<file path="src/rtl/mem_port_arbiter_pkg.sv">
// Shared types for the instruction/data cache memory port arbiter.
// Holds the state encoding, requester IDs and line geometry.
package mem_arb_pkg;

  localparam int LINE_W = 128;
  localparam int WD_W   = 10;

  typedef enum logic [1:0] {
    IDLE    = 2'b00,
    GRANT_I = 2'b01,
    GRANT_D = 2'b10
  } arb_state_t;

  typedef enum logic {
    REQ_I = 1'b0,
    REQ_D = 1'b1
  } req_id_t;

endpackage

</file>
<file path="src/rtl/mem_port_arbiter_if.sv">
// Line-wide memory request bus shared by the caches and the memory model.
// Handshake: read/write (with addr/wdata) are held stable until ready; ready is a
// one-cycle completion pulse, and rdata is meaningful only in the ready cycle.
interface mem_port_arbiter_if #(
  parameter int ADDR_W = 28
);
  import mem_arb_pkg::*;

  logic              read;
  logic              write;
  logic [ADDR_W-1:0] addr;
  logic [LINE_W-1:0] wdata;
  logic [LINE_W-1:0] rdata;
  logic              ready;

  modport master (output read, write, addr, wdata, input rdata, ready);
  modport slave  (input read, write, addr, wdata, output rdata, ready);

endinterface

</file>
<file path="src/rtl/mem_port_arbiter_watchdog.sv">
// Saturating grant watchdog: counts grant cycles without a memory completion and
// flags the cycle in which the TIMEOUT-th such cycle is reached.
module arb_watchdog
  import mem_arb_pkg::*;
#(
  parameter int TIMEOUT = 1023
) (
  input  logic clk,
  input  logic proc_reset_n,
  input  logic clear,
  input  logic enable,
  output logic timeout
);

  localparam logic [WD_W-1:0] LIMIT = WD_W'(TIMEOUT - 1);

  logic [WD_W-1:0] count;

  always_ff @(posedge clk or negedge proc_reset_n) begin
    if (!proc_reset_n) begin
      count <= '0;
    end else if (clear) begin
      count <= '0;
    end else if (enable && (count != '1)) begin
      count <= count + 1'b1;
    end
  end

  // Abort decided in the last allowed cycle, so a grant lasts exactly TIMEOUT cycles.
  assign timeout = (count >= LIMIT);

endmodule

</file>
<file path="src/rtl/mem_port_arbiter.sv">
// Round-robin arbiter sharing one line-wide memory port between the I-cache and
// the D-cache, with ready routing, write-over-read priority and a hang watchdog.
module mem_port_arbiter
  import mem_arb_pkg::*;
#(
  parameter int TIMEOUT = 1023,
  parameter int ADDR_W  = 28
) (
  input  logic               clk,
  input  logic               proc_reset_n,
  mem_port_arbiter_if.slave  i_bus,
  mem_port_arbiter_if.slave  d_bus,
  mem_port_arbiter_if.master mem_bus,
  output logic               arb_err,
  output arb_state_t         dbg_state,
  output req_id_t            dbg_last_grant
);

  arb_state_t        state;
  req_id_t           last_grant;
  req_id_t           granted;
  logic              i_req;
  logic              d_req;
  logic              sel_read;
  logic              sel_write;
  logic [ADDR_W-1:0] sel_addr;
  logic [LINE_W-1:0] sel_wdata;
  logic              sel_req;
  logic              sel_both;
  logic              wd_timeout;

  assign i_req   = i_bus.read | i_bus.write;
  assign d_req   = d_bus.read | d_bus.write;
  assign granted = (state == GRANT_D) ? REQ_D : REQ_I;

  arb_watchdog #(
    .TIMEOUT (TIMEOUT)
  ) u_watchdog (
    .clk          (clk),
    .proc_reset_n (proc_reset_n),
    .clear        (state == IDLE),
    .enable       ((state != IDLE) && !mem_bus.ready),
    .timeout      (wd_timeout)
  );

  // Command mux driven from the registered grant, so reset drops it immediately.
  always_comb begin
    sel_read  = 1'b0;
    sel_write = 1'b0;
    sel_addr  = '0;
    sel_wdata = '0;
    case (state)
      GRANT_I: begin
        sel_read  = i_bus.read;
        sel_write = i_bus.write;
        sel_addr  = i_bus.addr;
        sel_wdata = i_bus.wdata;
      end
      GRANT_D: begin
        sel_read  = d_bus.read;
        sel_write = d_bus.write;
        sel_addr  = d_bus.addr;
        sel_wdata = d_bus.wdata;
      end
      default: ;
    endcase
  end

  assign sel_req  = sel_read | sel_write;
  assign sel_both = sel_read & sel_write;

  assign mem_bus.read  = sel_read & ~sel_write;
  assign mem_bus.write = sel_write;
  assign mem_bus.addr  = sel_addr;
  assign mem_bus.wdata = sel_wdata;

  assign i_bus.ready = (state == GRANT_I) & mem_bus.ready;
  assign d_bus.ready = (state == GRANT_D) & mem_bus.ready;
  assign i_bus.rdata = mem_bus.rdata;
  assign d_bus.rdata = mem_bus.rdata;

  always_ff @(posedge clk or negedge proc_reset_n) begin
    if (!proc_reset_n) begin
      state      <= IDLE;
      last_grant <= REQ_I;
      arb_err    <= 1'b0;
    end else begin
      case (state)
        IDLE: begin
          if (i_req && d_req) begin
            state <= (last_grant == REQ_I) ? GRANT_D : GRANT_I;
          end else if (i_req) begin
            state <= GRANT_I;
          end else if (d_req) begin
            state <= GRANT_D;
          end
        end
        GRANT_I, GRANT_D: begin
          if (sel_both) begin
            arb_err <= 1'b1;
          end
          // Completion wins over a same-cycle withdrawal or timeout.
          if (mem_bus.ready) begin
            last_grant <= granted;
            state      <= IDLE;
          end else if (!sel_req) begin
            state <= IDLE;
          end else if (wd_timeout) begin
            arb_err    <= 1'b1;
            last_grant <= granted;
            state      <= IDLE;
          end
        end
        default: state <= IDLE;
      endcase
    end
  end

  assign dbg_state      = state;
  assign dbg_last_grant = last_grant;

endmodule

</file>
<file path="src/flat_wrapper.sv">
// flat-port wrapper written by rule: the top's interface ports become plain ports
module mem_port_arbiter_flat import mem_arb_pkg::*;
#(
  parameter int TIMEOUT = 1023,
  parameter int ADDR_W  = 28
)
  (clk, proc_reset_n, arb_err, dbg_state, dbg_last_grant, i_bus_read, i_bus_write, i_bus_addr, i_bus_wdata, i_bus_rdata, i_bus_ready, d_bus_read, d_bus_write, d_bus_addr, d_bus_wdata, d_bus_rdata, d_bus_ready, mem_bus_read, mem_bus_write, mem_bus_addr, mem_bus_wdata, mem_bus_rdata, mem_bus_ready);
  mem_port_arbiter_if #(.ADDR_W(ADDR_W)) i_bus_i ();
  mem_port_arbiter_if #(.ADDR_W(ADDR_W)) d_bus_i ();
  mem_port_arbiter_if #(.ADDR_W(ADDR_W)) mem_bus_i ();
  input  logic clk;
  input  logic proc_reset_n;
  output logic arb_err;
  output arb_state_t dbg_state;
  output req_id_t dbg_last_grant;
  input wire logic [$bits(i_bus_i.read)-1:0] i_bus_read;
  input wire logic [$bits(i_bus_i.write)-1:0] i_bus_write;
  input wire logic [$bits(i_bus_i.addr)-1:0] i_bus_addr;
  input wire logic [$bits(i_bus_i.wdata)-1:0] i_bus_wdata;
  output wire logic [$bits(i_bus_i.rdata)-1:0] i_bus_rdata;
  output wire logic [$bits(i_bus_i.ready)-1:0] i_bus_ready;
  input wire logic [$bits(d_bus_i.read)-1:0] d_bus_read;
  input wire logic [$bits(d_bus_i.write)-1:0] d_bus_write;
  input wire logic [$bits(d_bus_i.addr)-1:0] d_bus_addr;
  input wire logic [$bits(d_bus_i.wdata)-1:0] d_bus_wdata;
  output wire logic [$bits(d_bus_i.rdata)-1:0] d_bus_rdata;
  output wire logic [$bits(d_bus_i.ready)-1:0] d_bus_ready;
  output wire logic [$bits(mem_bus_i.read)-1:0] mem_bus_read;
  output wire logic [$bits(mem_bus_i.write)-1:0] mem_bus_write;
  output wire logic [$bits(mem_bus_i.addr)-1:0] mem_bus_addr;
  output wire logic [$bits(mem_bus_i.wdata)-1:0] mem_bus_wdata;
  input wire logic [$bits(mem_bus_i.rdata)-1:0] mem_bus_rdata;
  input wire logic [$bits(mem_bus_i.ready)-1:0] mem_bus_ready;
  assign i_bus_i.read = i_bus_read;
  assign i_bus_i.write = i_bus_write;
  assign i_bus_i.addr = i_bus_addr;
  assign i_bus_i.wdata = i_bus_wdata;
  assign i_bus_rdata = i_bus_i.rdata;
  assign i_bus_ready = i_bus_i.ready;
  assign d_bus_i.read = d_bus_read;
  assign d_bus_i.write = d_bus_write;
  assign d_bus_i.addr = d_bus_addr;
  assign d_bus_i.wdata = d_bus_wdata;
  assign d_bus_rdata = d_bus_i.rdata;
  assign d_bus_ready = d_bus_i.ready;
  assign mem_bus_read = mem_bus_i.read;
  assign mem_bus_write = mem_bus_i.write;
  assign mem_bus_addr = mem_bus_i.addr;
  assign mem_bus_wdata = mem_bus_i.wdata;
  assign mem_bus_i.rdata = mem_bus_rdata;
  assign mem_bus_i.ready = mem_bus_ready;
  mem_port_arbiter #(.TIMEOUT(TIMEOUT), .ADDR_W(ADDR_W)) u_core (.clk(clk), .proc_reset_n(proc_reset_n), .i_bus(i_bus_i), .d_bus(d_bus_i), .mem_bus(mem_bus_i), .arb_err(arb_err), .dbg_state(dbg_state), .dbg_last_grant(dbg_last_grant));
endmodule
</file>
<file path="config.mk">
export PLATFORM = sky130hd
export DESIGN_NAME = mem_port_arbiter_flat
export DESIGN_NICKNAME = d
export VERILOG_FILES = /design/src/rtl/mem_port_arbiter_pkg.sv /design/src/rtl/mem_port_arbiter_if.sv /design/src/rtl/mem_port_arbiter_watchdog.sv /design/src/rtl/mem_port_arbiter.sv /design/src/flat_wrapper.sv
export SDC_FILE = /design/constraint.sdc
export NUM_CORES = 1
export LEC_CHECK = 0
export CAP_MARGIN = 25
export CORE_AREA = 4 4 338 340
export CTS_BUF_LIST = sky130_fd_sc_hd__clkbuf_4
export DETAILED_ROUTE_END_ITERATION = 8
export DIE_AREA = 0 0 342 344
export PLACE_DENSITY = 0.33
export SETUP_SLACK_MARGIN = 0.05
export SLEW_MARGIN = 15
export SYNTH_ARGS = -nofsm -noshare
export SYNTH_HDL_FRONTEND = slang
export SYNTH_SLANG_ARGS = --single-unit
</file>
<file path="constraint.sdc">
create_clock -name clk -period 2 [get_ports clk]
set_input_delay 0.6 -clock clk [delete_from_list [all_inputs] [get_ports clk]]
set_output_delay 0.6 -clock clk [all_outputs]
set_load 0.02 [all_outputs]
</file>
Word level (Yosys, flattened, before mapping)
Cells that the tools add are included.
{"block": "word_totals", "out_inout_bits": 420, "wordCells": 53, "register_bits": 14, "input_bits": 447}
{"block": "op_classes", "order_cmp": 1, "muxes": 22, "reduce_logical": 12, "n_eq_ne": 5, "addsub": 1, "bitwise": 8}
{"operator": "$pmux W128 S2", "count": 1}
{"operator": "$pmux W28 S2", "count": 1}
{"operator": "$mux W10", "count": 2}
{"operator": "$mux W2", "count": 7}
{"operator": "$add A10 B1 Y10 const B", "count": 1}
{"operator": "$ge A10 B10 Y1 const B", "count": 1}
{"operator": "$ne A10 B10 Y1 const B", "count": 1}
{"operator": "$mux W1", "count": 8}
{"operator": "$reduce_bool A2 Y1", "count": 4}
{"operator": "$and A1 B1 Y1", "count": 4}
{"operator": "$ne A4 B1 Y1 const B", "count": 1}
{"operator": "$ne A4 B4 Y1 const B", "count": 1}
{"operator": "$pmux W1 S2", "count": 2}
{"operator": "$pmux W2 S2", "count": 1}
{"operator": "$logic_and A1 B1 Y1", "count": 3}
{"operator": "$or A1 B1 Y1", "count": 3}
{"operator": "$reduce_and A3 Y1", "count": 1}
{"operator": "$eq A2 B1 Y1 const B", "count": 1}
{"operator": "$eq A2 B2 Y1 const B", "count": 1}
{"operator": "$logic_not A2 Y1", "count": 1}
{"operator": "$reduce_and A2 Y1", "count": 1}
{"operator": "$reduce_or A2 Y1", "count": 1}
{"operator": "$logic_not A1 Y1", "count": 1}
{"operator": "$not A1 Y1", "count": 1}

Depth between registers and ports, before layout
Gate-level depths: netlist of the first run.
{"block": "depth", "depth_word": 7, "mapped_depth": 7, "mapped_depth_nobuf": 6}

By module
From an unflattened synthesis of the first run, not the netlist that was laid out.
{"block": "hier_totals", "cells_unflattened": 727, "area_unflattened_um2": 4839.6}
{"mod": "mem_port_arbiter", "n_inst": 1, "area_per_inst_um2": 4241.6, "cells_each": 660, "seq_area_each_um2": 100.1}
{"mod": "arb_watchdog", "n_inst": 1, "area_per_inst_um2": 598.1, "cells_each": 67, "seq_area_each_um2": 250.2}

Worst setup path after synthesis of the first run
Ideal clock, no wire load.
{"block": "synth_path", "kind": "register to output", "startpoint": "register u_core.state[0] (netlist: u_core.dbg_state[0])", "endpoint": "output mem_bus_addr[0]", "setup_slack_ps": -335, "path_buffers": 2, "stages_incl_launch_ff": 7, "required_time_ps": 1400, "t_arrival_ps": 1735, "path_cell_list": "dfrtp_1 inv_1 ha_1 inv_2 clkbuf_1 buf_1 nor2_1"}
{"block": "synth_between", "elab_chain_cells": 2, "word_cells_on_any_way": 3, "classes_between": "2 x eq/ne; 1 x mux"}
{"item": "from (decl)", "line_no": "mem_port_arbiter.sv:19", "rtl": "arb_state_t state;"}
{"item": "from (signal assigned)", "line_no": "mem_port_arbiter.sv:91", "rtl": "state <= (last_grant == REQ_I) ? GRANT_D : GRANT_I;"}
{"item": "$eq A2 B2 Y1 / $eq A2 B1 Y1 (equally long branches)", "line_no": "mem_port_arbiter.sv:52", "rtl": "case (state)"}
{"item": "$pmux W28 S2 *", "line_no": "mem_port_arbiter.sv:52"}
{"item": "to (decl)", "line_no": "flat_wrapper.sv:30", "rtl": "output wire logic [$bits(mem_bus_i.addr)-1:0] mem_bus_addr;"}
Every way passes the cells marked *; elsewhere a longest branch is shown, timed or not.

Worst setup path after layout of the first run
{"block": "layout_path", "startpoint": "register u_core.state[1] (netlist: u_core.dbg_state[1])", "endpoint": "output mem_bus_wdata[80]"}
{"block": "layout_between", "elab_chain_cells": 2, "word_cells_on_any_way": 3, "classes_between": "2 x eq/ne; 1 x mux"}
{"item": "$eq A2 B2 Y1 / $eq A2 B1 Y1 (equally long branches)", "line_no": "mem_port_arbiter.sv:52"}
{"item": "$pmux W128 S2 *", "line_no": "mem_port_arbiter.sv:52"}
{"item": "to (decl)", "line_no": "flat_wrapper.sv:31", "rtl": "output wire logic [$bits(mem_bus_i.wdata)-1:0] mem_bus_wdata;"}
Marks and branches as above.

==> impl_metrics.csv, run 1 <==
group,metric,value,unit
power_and_ir_drop,power,20.7,mW
synthesis,synth_fp_nets,1169,
place,gp_congestion,0.855,
worst_setup_path,path_class,"reg -> out",
final_layout,multi_input_comb_area,0.00403,sq mm
grt,grtUsageTotal,6.20,%
place,numPortBuffers,482,
worst_setup_path,cp_max_fo,7,
sta,drv_slew,0,
sta,timing.final.ws_setup,-0.613,ns
sta,skew,0.00488,ns
final_layout,fill_cells,12700,
worst_setup_path,end_kind,"primary output",
status,violations,"negative setup slack",
final_layout,regArea,353,sq um
power_and_ir_drop,p_comb_share,97.0,%
grt,grt_antenna_before_repair,7,
power_and_ir_drop,netSwitchingFraction,49.3,%
clock_network,cts-root-buf,"clkbuf_4",
status,status,"finished with violations",
synthesis,synth_ff_type,"dfrtp_1",
power_and_ir_drop,internal_power,10.5,mW
worst_setup_path,worstPathArrival,2.01,ns
power_and_ir_drop,sequentialPowerShare,2.1,%
synthesis,async_reset_ff_share,100,%
sta,period_needed,2.61,ns
synthesis,syn_area,0.00480,sq mm
power_and_ir_drop,p_leak,4.40,nW
synthesis,syn_inst,717,
floorplanning,core-area,0.112,sq mm
clock_network,cts_max_level,1,
final_layout,synthToLayoutAreaGrowth,187,%
floorplanning,die_w,342,um
grt,grt_max_degree,34,
sta,clock.fmax,383,MHz
worst_hold_path,hp-class,"reg -> reg",
floorplanning,fp.dieH,344,um
sta,relSlewSlack,75.0,%
sta,whs,0.527,ns
grt,grt_pass1_wl,52.8,mm
clock_network,cts_buffer_depth,2,
route,drcViolationCount,0,
synthesis,yosysWarningCount,0,
sta,timing_hold_violations_final,0,
floorplanning,initial_core_util,4.30,%
clock_network,hold_buffers,0,
floorplanning,ios,867,
synthesis,synth_edf_count,0,
sta,tightest_slew,0.375,ns
clock_network,cts_tree,"built",
sta,setup_viol,160,
place,pre_cts_ws,-0.737,ns
grt,grt_pass1_vias,7058,
clock_network,clock-sinks,14,
grt,gr-total-overflow,0,
synthesis,syn_area_per_cell,6.70,sq um
route,first_iter_violations,145,
power_and_ir_drop,power.density,1500,mW/mm^2
route,firstDrtPassIters,4,
synthesis,synth_cell_types,42,
route,post_drt_wl_per_cell,16.0,um
place,dpl_cell_area,0.0115,sq mm
route,drtAntennaViolNets,0,
synthesis,synth_seq_area_share,7.30,%
place,dpl.hpwl,32.3,mm
power_and_ir_drop,switchingPower,10.2,mW
power_and_ir_drop,peakVddDrop,0.000568,V
clock_network,clkLatencyLatePin,0.29,ns
sta,totalNegativeSetupSlack,-76.74,ns
synthesis,ys_ff_latch,14,
clock_network,clkTransAtPathRegs,0.10,ns
final_layout,fin_nets,1499,
route,vias,6406,
sta,timing.final.crit_share,131,%
route,via_per_inst,2.51,
final_layout,drive_gt1_share,60.9,%
clock_network,numCtsBuffers,3,
route,wl,40.7,mm
floorplanning,fp-row-count,123,
worst_setup_path,crit_required,1.40,ns
sta,rsz0062_at_grt,"true",
job,max_cap_violations,0,
worst_setup_path,startpoint_type,"register",
floorplanning,die-area,0.118,sq mm
final_layout,final_cell_area,0.0138,sq mm
worst_setup_path,rrSetupSlack,0.06,ns
power_and_ir_drop,clockPowerShare,0.9,%
## metal layers
layer  vias up  track usage [%]  part of all wire [%]  wire length [um]
li1       2888                -                     -                 -
met1      2931             7.45                    40             16300
met2       506             9.93                    45             18400
met3        81             2.67                    12              4940
met4         0             2.10                   2.8              1150
met5         -                0                     0                 0
## cells by family (layout without fill, tap and decap cells)
family	after synthesis	in the layout	share of synthesized area, %
XOR/XNOR	4	4	0.730
adder cells (fa/ha/maj)	5	5	1.30
other	0	3	0
AO/OA/AOI/OAI	185	185	29.1
AND/OR/NAND/NOR	189	189	15.8
multiplexers	2	2	0.521
flip-flops	14	14	7.30
buffers and inverters	318	647	45.2
## what timing repair did
item | in CTS | in global routing
gates resized for setup | 748 | 191
hold endpoints to repair | 0 | 0
pin swaps | 75 | 100
cloned | 7 | 4
setup endpoints to repair | 164 | 170
setup buffers | 34 | 35
## final timing paths
check / from / endpoint / cells past startpoint
max in group asynchronous: proc_reset_n / u_core.dbg_state[0]$_DFFE_PN0P_ / 2
setup / recovery: u_core.dbg_state[1]$_DFFE_PN0P_ / mem_bus_wdata[80] / 9
hold / removal: u_core.arb_err$_DFFE_PN0P_ / u_core.arb_err$_DFFE_PN0P_ / 1
hold reg to reg: u_core.arb_err$_DFFE_PN0P_ / u_core.arb_err$_DFFE_PN0P_ / 1
min in group asynchronous: proc_reset_n / u_core.u_watchdog.count[2]$_DFFE_PN0P_ / 2
setup reg to reg: u_core.dbg_state[1]$_DFFE_PN0P_ / u_core.dbg_last_grant$_DFFE_PN0P_ / 9
## cell usage in the layout, fill, tap and decap left out, types with 4 or more instances in the layout
| cell | synthesis | layout |
|---|---|---|
| a22oi_1 | 157 | 15 |
| a22oi_2 | 1 | 143 |
| buf_12 | 0 | 63 |
| buf_16 | 0 | 10 |
| buf_4 | 256 | 56 |
| buf_6 | 1 | 131 |
| buf_8 | 0 | 22 |
| clkbuf_16 | 0 | 4 |
| clkdlybuf4s15_2 | 0 | 24 |
| clkdlybuf4s50_1 | 0 | 317 |
| dfrtp_1 | 14 | 12 |
| dlymetal6s2s_1 | 0 | 5 |
| inv_1 | 6 | 4 |
| nand2_1 | 6 | 6 |
| nor2_1 | 166 | 10 |
| nor2_2 | 0 | 41 |
| nor2_4 | 0 | 115 |
| o21ai_0 | 5 | 5 |
## flip-flops by register name, summed over array words and instances, names as in the netlist
register and flops:
u_core.u_watchdog.count 10, u_core.dbg_state 2, u_core.arb_err 1, u_core.dbg_last_grant 1
## Yosys cell counts, types with 2 or more instances
master | n | area [sq um]
buf_4 | 256 | 1920
dfrtp_1 | 14 | 350
nor2_1 | 166 | 623
nand3_1 | 2 | 10.0
nor3_1 | 2 | 10.0
nand4_1 | 2 | 12.5
o2bb2ai_1 | 2 | 17.5
inv_1 | 6 | 22.5
o21ai_0 | 5 | 25.0
o21ai_1 | 3 | 15.0
buf_2 | 7 | 35.0
xor2_1 | 2 | 17.5
buf_1 | 12 | 45.0
nand2_1 | 6 | 22.5
a22oi_1 | 157 | 1180
and2_1 | 3 | 18.8
a21oi_1 | 4 | 20.0
clkbuf_1 | 35 | 131
o211ai_1 | 3 | 22.5
xnor2_1 | 2 | 17.5
or3_1 | 3 | 18.8
ha_1 | 5 | 62.6
## layout make-up
class	count	share of cell area, %
flip-flops and latches	14	2.56
clock inverters	1	0.0273
inverters	7	0.418
repair inverters	1	0.218
clock buffers	3	0.164
repair buffers	635	53.6
diodes	3	0.0545
well taps	1500	13.6
multi-input cells	385	29.3
## power by group through the flow
| stage | Combinational, mW | Clock, mW | Sequential (mW) |
|---|---|---|---|
| global placement | 14.3 | 0 | 0.430 |
| detailed placement | 14.3 | 0 | 0.431 |
| floorplan | 8.58 | 0 | 0.469 |
| global route | 21.3 | 0.205 | 0.441 |
| finish | 20.0 | 0.181 | 0.429 |
| CTS | 18.2 | 0.195 | 0.429 |
## stage by stage
stage                     util [%]  instances
after floorplan                  -        717
after global placement        10.3       2474
after detailed placement      10.3       2474
after CTS                     11.5       2515
after global routing          12.3       2549
final                         12.3       2549
## critical path, stage by stage, from the launching register on
cell and delay [ns]:
dfrtp_2 0.43, inv_4 0.06, ha_4 0.27, buf_12 0.12
clkinv_16 0.07, buf_16 0.17, buf_12 0.14, buf_12 0.14
nor2_4 0.11, buf_12 0.14
No activity file was read; power rests on OpenSTA's default activity.
==> run 2, diff against run 1 <==
Settings changed: MAX_ROUTING_LAYER from default to met4.
==> run 2 against run 1 <==
Effect of this change: the run still ends with negative setup slack left; design area fell by 0.13%; die area stayed put; setup slack got worse by 0.024 ns; combinational power about the same; utilization is essentially flat; non-clock buffer count shrank 2; cell count about the same; power about the same; flip-flop and latch count is the same; critical endpoint unchanged; fmax decreased by 0.92%.
==> impl_metrics.csv, run 2 (same netlist as run 1, synthesis figures left out) <==
group,metric,value,unit
worst_setup_path,end_kind,"primary output",
worst_setup_path,crit_path_top_delay_cell,"dfrtp_2",
sta,setup_viol,160,
power_and_ir_drop,peakVddDrop,0.000565,V
worst_setup_path,cp_top_family,"buffers and inverters",
clock_network,numCtsBuffers,3,
final_layout,max_flop_register,"u_core.u_watchdog.count",
clock_network,clock-sinks,14,
clock_network,cts_max_level,1,
clock_network,clkTransAtPathRegs,0.10,ns
route,first_iter_violations,134,
floorplanning,core-area,0.112,sq mm
worst_setup_path,startpoint_type,"register",
power_and_ir_drop,internal_power,10.4,mW
sta,skew,0.00800,ns
sta,clock.fmax,379,MHz
grt,grt_pass1_wl,52.7,mm
sta,relSlewSlack,74.4,%
final_layout,largest_reg_flops,10,
power_and_ir_drop,switchingPower,10.2,mW
clock_network,hold_buffers,0,
floorplanning,fp-row-count,123,
route,drcViolationCount,0,
power_and_ir_drop,p_comb_share,97.0,%
route,firstDrtPassIters,4,
clock_network,cts-root-buf,"clkbuf_4",
power_and_ir_drop,sequentialPowerShare,2.1,%
floorplanning,ios,867,
power_and_ir_drop,clockPowerShare,0.9,%
final_layout,most-common-layout-cells,"clkdlybuf4s50_1, a22oi_2, buf_6",
power_and_ir_drop,p_leak,4.40,nW
worst_setup_path,worstPathArrival,2.04,ns
worst_setup_path,crit_top_cell,"buf_12",
power_and_ir_drop,netSwitchingFraction,49.4,%
worst_setup_path,path_cells,"inv_4, ha_4, buf_12, clkinv_16, buf_16, buf_12, buf_12, nor2_4, buf_12",
clock_network,clkLatencyLatePin,0.30,ns
final_layout,synthToLayoutAreaGrowth,186,%
clock_network,cts_buffer_depth,2,
sta,rsz0062_at_grt,"true",
final_layout,fin_nets,1497,
power_and_ir_drop,power,20.6,mW
place,pre_cts_ws,-0.737,ns
worst_setup_path,crit_required,1.40,ns
final_layout,final_cells,2547,
worst_hold_path,hp-class,"reg -> reg",
power_and_ir_drop,power.density,1500,mW/mm^2
grt,grt_antenna_before_repair,7,
job,max_cap_violations,0,
grt,gr-total-overflow,0,
grt,grt_pass1_vias,7092,
sta,timing.final.ws_setup,-0.638,ns
route,post_drt_wl_per_cell,16.0,um
worst_setup_path,cp_max_fo,7,
worst_setup_path,path_class,"reg -> out",
place,gp_congestion,0.869,
place,place_inst,2474,
floorplanning,die-area,0.118,sq mm
worst_setup_path,cpPeakStageDelay,0.43,ns
sta,timing.final.crit_share,132,%
route,vias,6384,
floorplanning,die_w,342,um
worst_setup_path,path_buf_inv,7,
status,status,"finished with violations",
route,via_per_inst,2.51,
sta,drv_slew,0,
route,wl,40.7,mm
route,drtAntennaViolNets,0,
final_layout,drive_gt1_share,60.8,%
grt,grt_max_degree,34,
floorplanning,fp.dieH,344,um
final_layout,final_common_cell,"clkdlybuf4s50_1",
place,dpl.hpwl,32.3,mm
sta,period_needed,2.64,ns
sta,tightest_slew,0.384,ns
grt,grtUsageTotal,6.39,%
place,numPortBuffers,482,
floorplanning,initial_core_util,4.30,%
sta,timing_hold_violations_final,0,
status,violations,"negative setup slack",
clock_network,cts_tree,"built",
run 2: area by class of cell:
type	instances	area, sq um
Antenna cell	3	7.51
Inverter	7	57.6
Clock buffer	3	22.5
Sequential cell	14	353
Multi-Input combinational cell	385	4030
Timing Repair Buffer	633	7370
Timing Repair inverter	1	30.0
Tap cell	1500	1880
Fill cell	12700	97800
Clock inverter	1	3.75
run 2: path summary, 6_finish.rpt:
path | startpoint | end | slack (ns) | cells after the start
max in group asynchronous | proc_reset_n | u_core.dbg_state[0]$_DFFE_PN0P_ | 1.14 | 2
hold reg to reg | u_core.arb_err$_DFFE_PN0P_ | u_core.arb_err$_DFFE_PN0P_ | 0.53 | 1
setup / recovery | u_core.dbg_state[1]$_DFFE_PN0P_ | mem_bus_wdata[80] | -0.64 | 9
min in group asynchronous | proc_reset_n | u_core.u_watchdog.count[2]$_DFFE_PN0P_ | 0.67 | 2
hold / removal | u_core.arb_err$_DFFE_PN0P_ | u_core.arb_err$_DFFE_PN0P_ | 0.53 | 1
setup reg to reg | u_core.dbg_state[0]$_DFFE_PN0P_ | u_core.dbg_state[0]$_DFFE_PN0P_ | 0.04 | 11
run 2: what timing repair did:
item                       CTS  global route
cloned                       7             4
setup endpoints to repair  164           170
buffers inserted            34            33
pin swaps                   75           100
resized for setup          748           190
run 2: layer usage:
metal	wire length, um	global-route usage, %	up-vias
met3	4790	2.62	84
met5	0	-	-
met1	16400	7.48	2932
met2	18300	9.92	484
met4	1170	2.12	0
li1	-	-	2884
run 2: through the flow:
stage               cell area (sq um)  util (%)  TNS, ns  hold WS, ns
floorplan                        6100         -   -10.94        0.304
detailed placement              11500      10.3   -88.16        0.510
CTS                             12800      11.5   -89.13        0.538
global route                    13700      12.3   -90.85        0.555
global placement                11500      10.3   -83.44        0.535
finish                          13700      12.3   -77.57        0.531
run 2: power groups by stage:
stage / sequential, mW / clock (mW) / combinational [mW]
3_3_place_gp: 0.430 / 0 / 14.3
5_1_grt: 0.441 / 0.205 / 21.3
2_1_floorplan: 0.469 / 0 / 8.58
3_5_place_dp: 0.431 / 0 / 14.3
6_report: 0.429 / 0.184 / 20.0
4_1_cts: 0.429 / 0.195 / 18.2
==> run 3, diff against run 2 <==
==> constraint.sdc (replaced) <==
create_clock -name clk -period 2 [get_ports clk]
set_input_delay 0.3 -clock clk [delete_from_list [all_inputs] [get_ports clk]]
set_output_delay 0.3 -clock clk [all_outputs]
set_load 0.02 [all_outputs]
==> run 3 against run 2 <==
Effect of this change: the run still ends with negative setup slack left; setup slack better by 0.14 ns; utilization up 0.15 points; fmax up 5.6%; register-to-register slack worse by 0.09 ns; cell count up 0.82%; clock skew down 0.0011 ns; critical path type unchanged.
==> impl_metrics.csv, run 3 (same netlist as run 1, synthesis figures left out) <==
group,metric,value,unit
job,max_cap_violations,0,
route,firstDrtPassIters,4,
sta,drv_slew,0,
route,via_per_inst,2.64,
route,first_iter_violations,194,
clock_network,cts_buffer_depth,2,
route,drtAntennaViolNets,0,
grt,grt_max_degree,15,
sta,relSlewSlack,56.8,%
place,dpl.hpwl,60.4,mm
clock_network,clkTransAtPathRegs,0.09,ns
worst_setup_path,worstPathArrival,2.20,ns
sta,timing.final.crit_share,125,%
sta,timing.final.ws_setup,-0.497,ns
route,wl_met3,9.39,mm
power_and_ir_drop,peakVddDrop,0.000518,V
power_and_ir_drop,power.density,1590,mW/mm^2
grt,grt_antenna_before_repair,22,
worst_setup_path,startpoint_type,"register",
route,post_drt_wl_per_cell,27.5,um
route,wl,70.6,mm
worst_setup_path,path_class,"reg -> out",
route,top_layer,"met4",
final_layout,most-common-layout-cells,"clkdlybuf4s50_1, a22oi_2, buf_6",
floorplanning,fp-row-count,123,
status,violations,"negative setup slack",
final_layout,fill_cells,12700,
floorplanning,fp.dieH,344,um
grt,grtUsageTotal,11.5,%
clock_network,cts_max_level,1,
place,dpl_cell_area,0.0107,sq mm
clock_network,cts-root-buf,"clkbuf_4",
clock_network,cts_tree,"built",
route,wl_met1,26.9,mm
final_layout,final_cell_area,0.0139,sq mm
clock_network,clkLatencyLatePin,0.28,ns
worst_setup_path,end_kind,"primary output",
sta,rsz0062_at_grt,"true",
sta,timing_hold_violations_final,0,
place,gp_congestion,0.841,
floorplanning,core-area,0.112,sq mm
floorplanning,ios,867,
worst_hold_path,hp-class,"in -> async",
floorplanning,die_w,342,um
clock_network,hold_buffers,0,
sta,tightest_slew,0.646,ns
worst_setup_path,cp_max_fo,5,
grt,gr-total-overflow,0,
route,drcViolationCount,0,
sta,clock.fmax,401,MHz
sta,period_needed,2.50,ns
place,numPortBuffers,482,
worst_setup_path,crit_required,1.70,ns
power_and_ir_drop,p_leak,4.51,nW
route,wl_met2,32.9,mm
sta,setup_viol,159,
final_layout,largest_reg_flops,10,
final_layout,synthToLayoutAreaGrowth,190,%
route,vias,6771,
final_layout,final_core_util,12.5,%
grt,grt_pass1_vias,7319,
final_layout,drive_gt1_share,61.8,%
clock_network,numCtsBuffers,3,
grt,grt_pass1_wl,84.8,mm
final_layout,fin_nets,1504,
final_layout,max_flop_register,"u_core.u_watchdog.count",
floorplanning,initial_core_util,4.30,%
clock_network,clock-sinks,14,
floorplanning,die-area,0.118,sq mm
final_layout,final_common_cell,"clkdlybuf4s50_1",
worst_setup_path,reg2reg_depth,10,
sta,skew,0.00689,ns
status,status,"finished with violations",
run 3: path summary, 6_finish.rpt:
kind                                                  from                                endpoint  slack (ns)
min in group clk                u_core.arb_err$_DFFE_PN0P_              u_core.arb_err$_DFFE_PN0P_        0.58
max in group asynchronous                     proc_reset_n  u_core.u_watchdog.count[3]$_DFFE_PN0P_        1.17
min                                           proc_reset_n  u_core.u_watchdog.count[9]$_DFFE_PN0P_        0.41
min reg2reg                     u_core.arb_err$_DFFE_PN0P_              u_core.arb_err$_DFFE_PN0P_        0.58
max                        u_core.dbg_state[0]$_DFFE_PN0P_                      mem_bus_wdata[121]       -0.50
max reg2reg                u_core.dbg_state[0]$_DFFE_PN0P_       u_core.dbg_last_grant$_DFFE_PN0P_       -0.05
run 3: area by class of cell:
class,instances,area (sq um),share of cell area [%]
timing repair buffer,641,7730,55.5
clock buffer,3,22.5,0.162
sequential,14,350,2.52
inverter,7,42.5,0.306
tap,1500,1880,13.5
antenna,17,42.5,0.306
clock inverter,1,3.75,0.0270
multi-input combinational,385,3840,27.6
run 3: worst max-delay path: stages (launching register included):
cell and delay, ns:
dfrtp_1 0.38, inv_2 0.05, buf_6 0.11, ha_4 0.17
buf_12 0.14, buf_12 0.14, buf_8 0.12, a22oi_2 0.50
nor2_2 0.09, buf_6 0.17
run 3: timing repair:
item | CTS | global route
endpoints found under the hold margin | 0 | 0
setup buffers | 57 | 20
setup endpoints to repair | 160 | 164
gates cloned | 20 | 6
gates resized for setup | 560 | 140
pin swaps | 123 | 91
run 3: report_power, final:
group	internal (mW)	switching (mW)	leakage (nW)
Clock	0.0724	0.0953	0.0155
Combinational	10.3	11.3	4.31
Sequential	0.341	0.0789	0.188
Total	10.7	11.4	4.51
run 3: layer usage:
metal	track usage, %	vias up
met5	-	-
met4	1.61	0
met3	6.11	59
met2	18.6	592
met1	12.8	3185
li1	-	2935
run 3: through the flow:
step	setup TNS [ns]	cells	hold WS [ns]	power [mW]	setup slack, ns
detailed placement	-17.21	2457	0.540	14.9	-0.420
global route	-56.91	2566	0.461	23.3	-0.527
floorplan	0	717	0.00441	6.95	0.00492
global placement	-16.93	2457	0.560	14.9	-0.414
CTS	-51.63	2538	0.430	21.3	-0.479
finish	-42.43	2568	0.408	22.2	-0.497
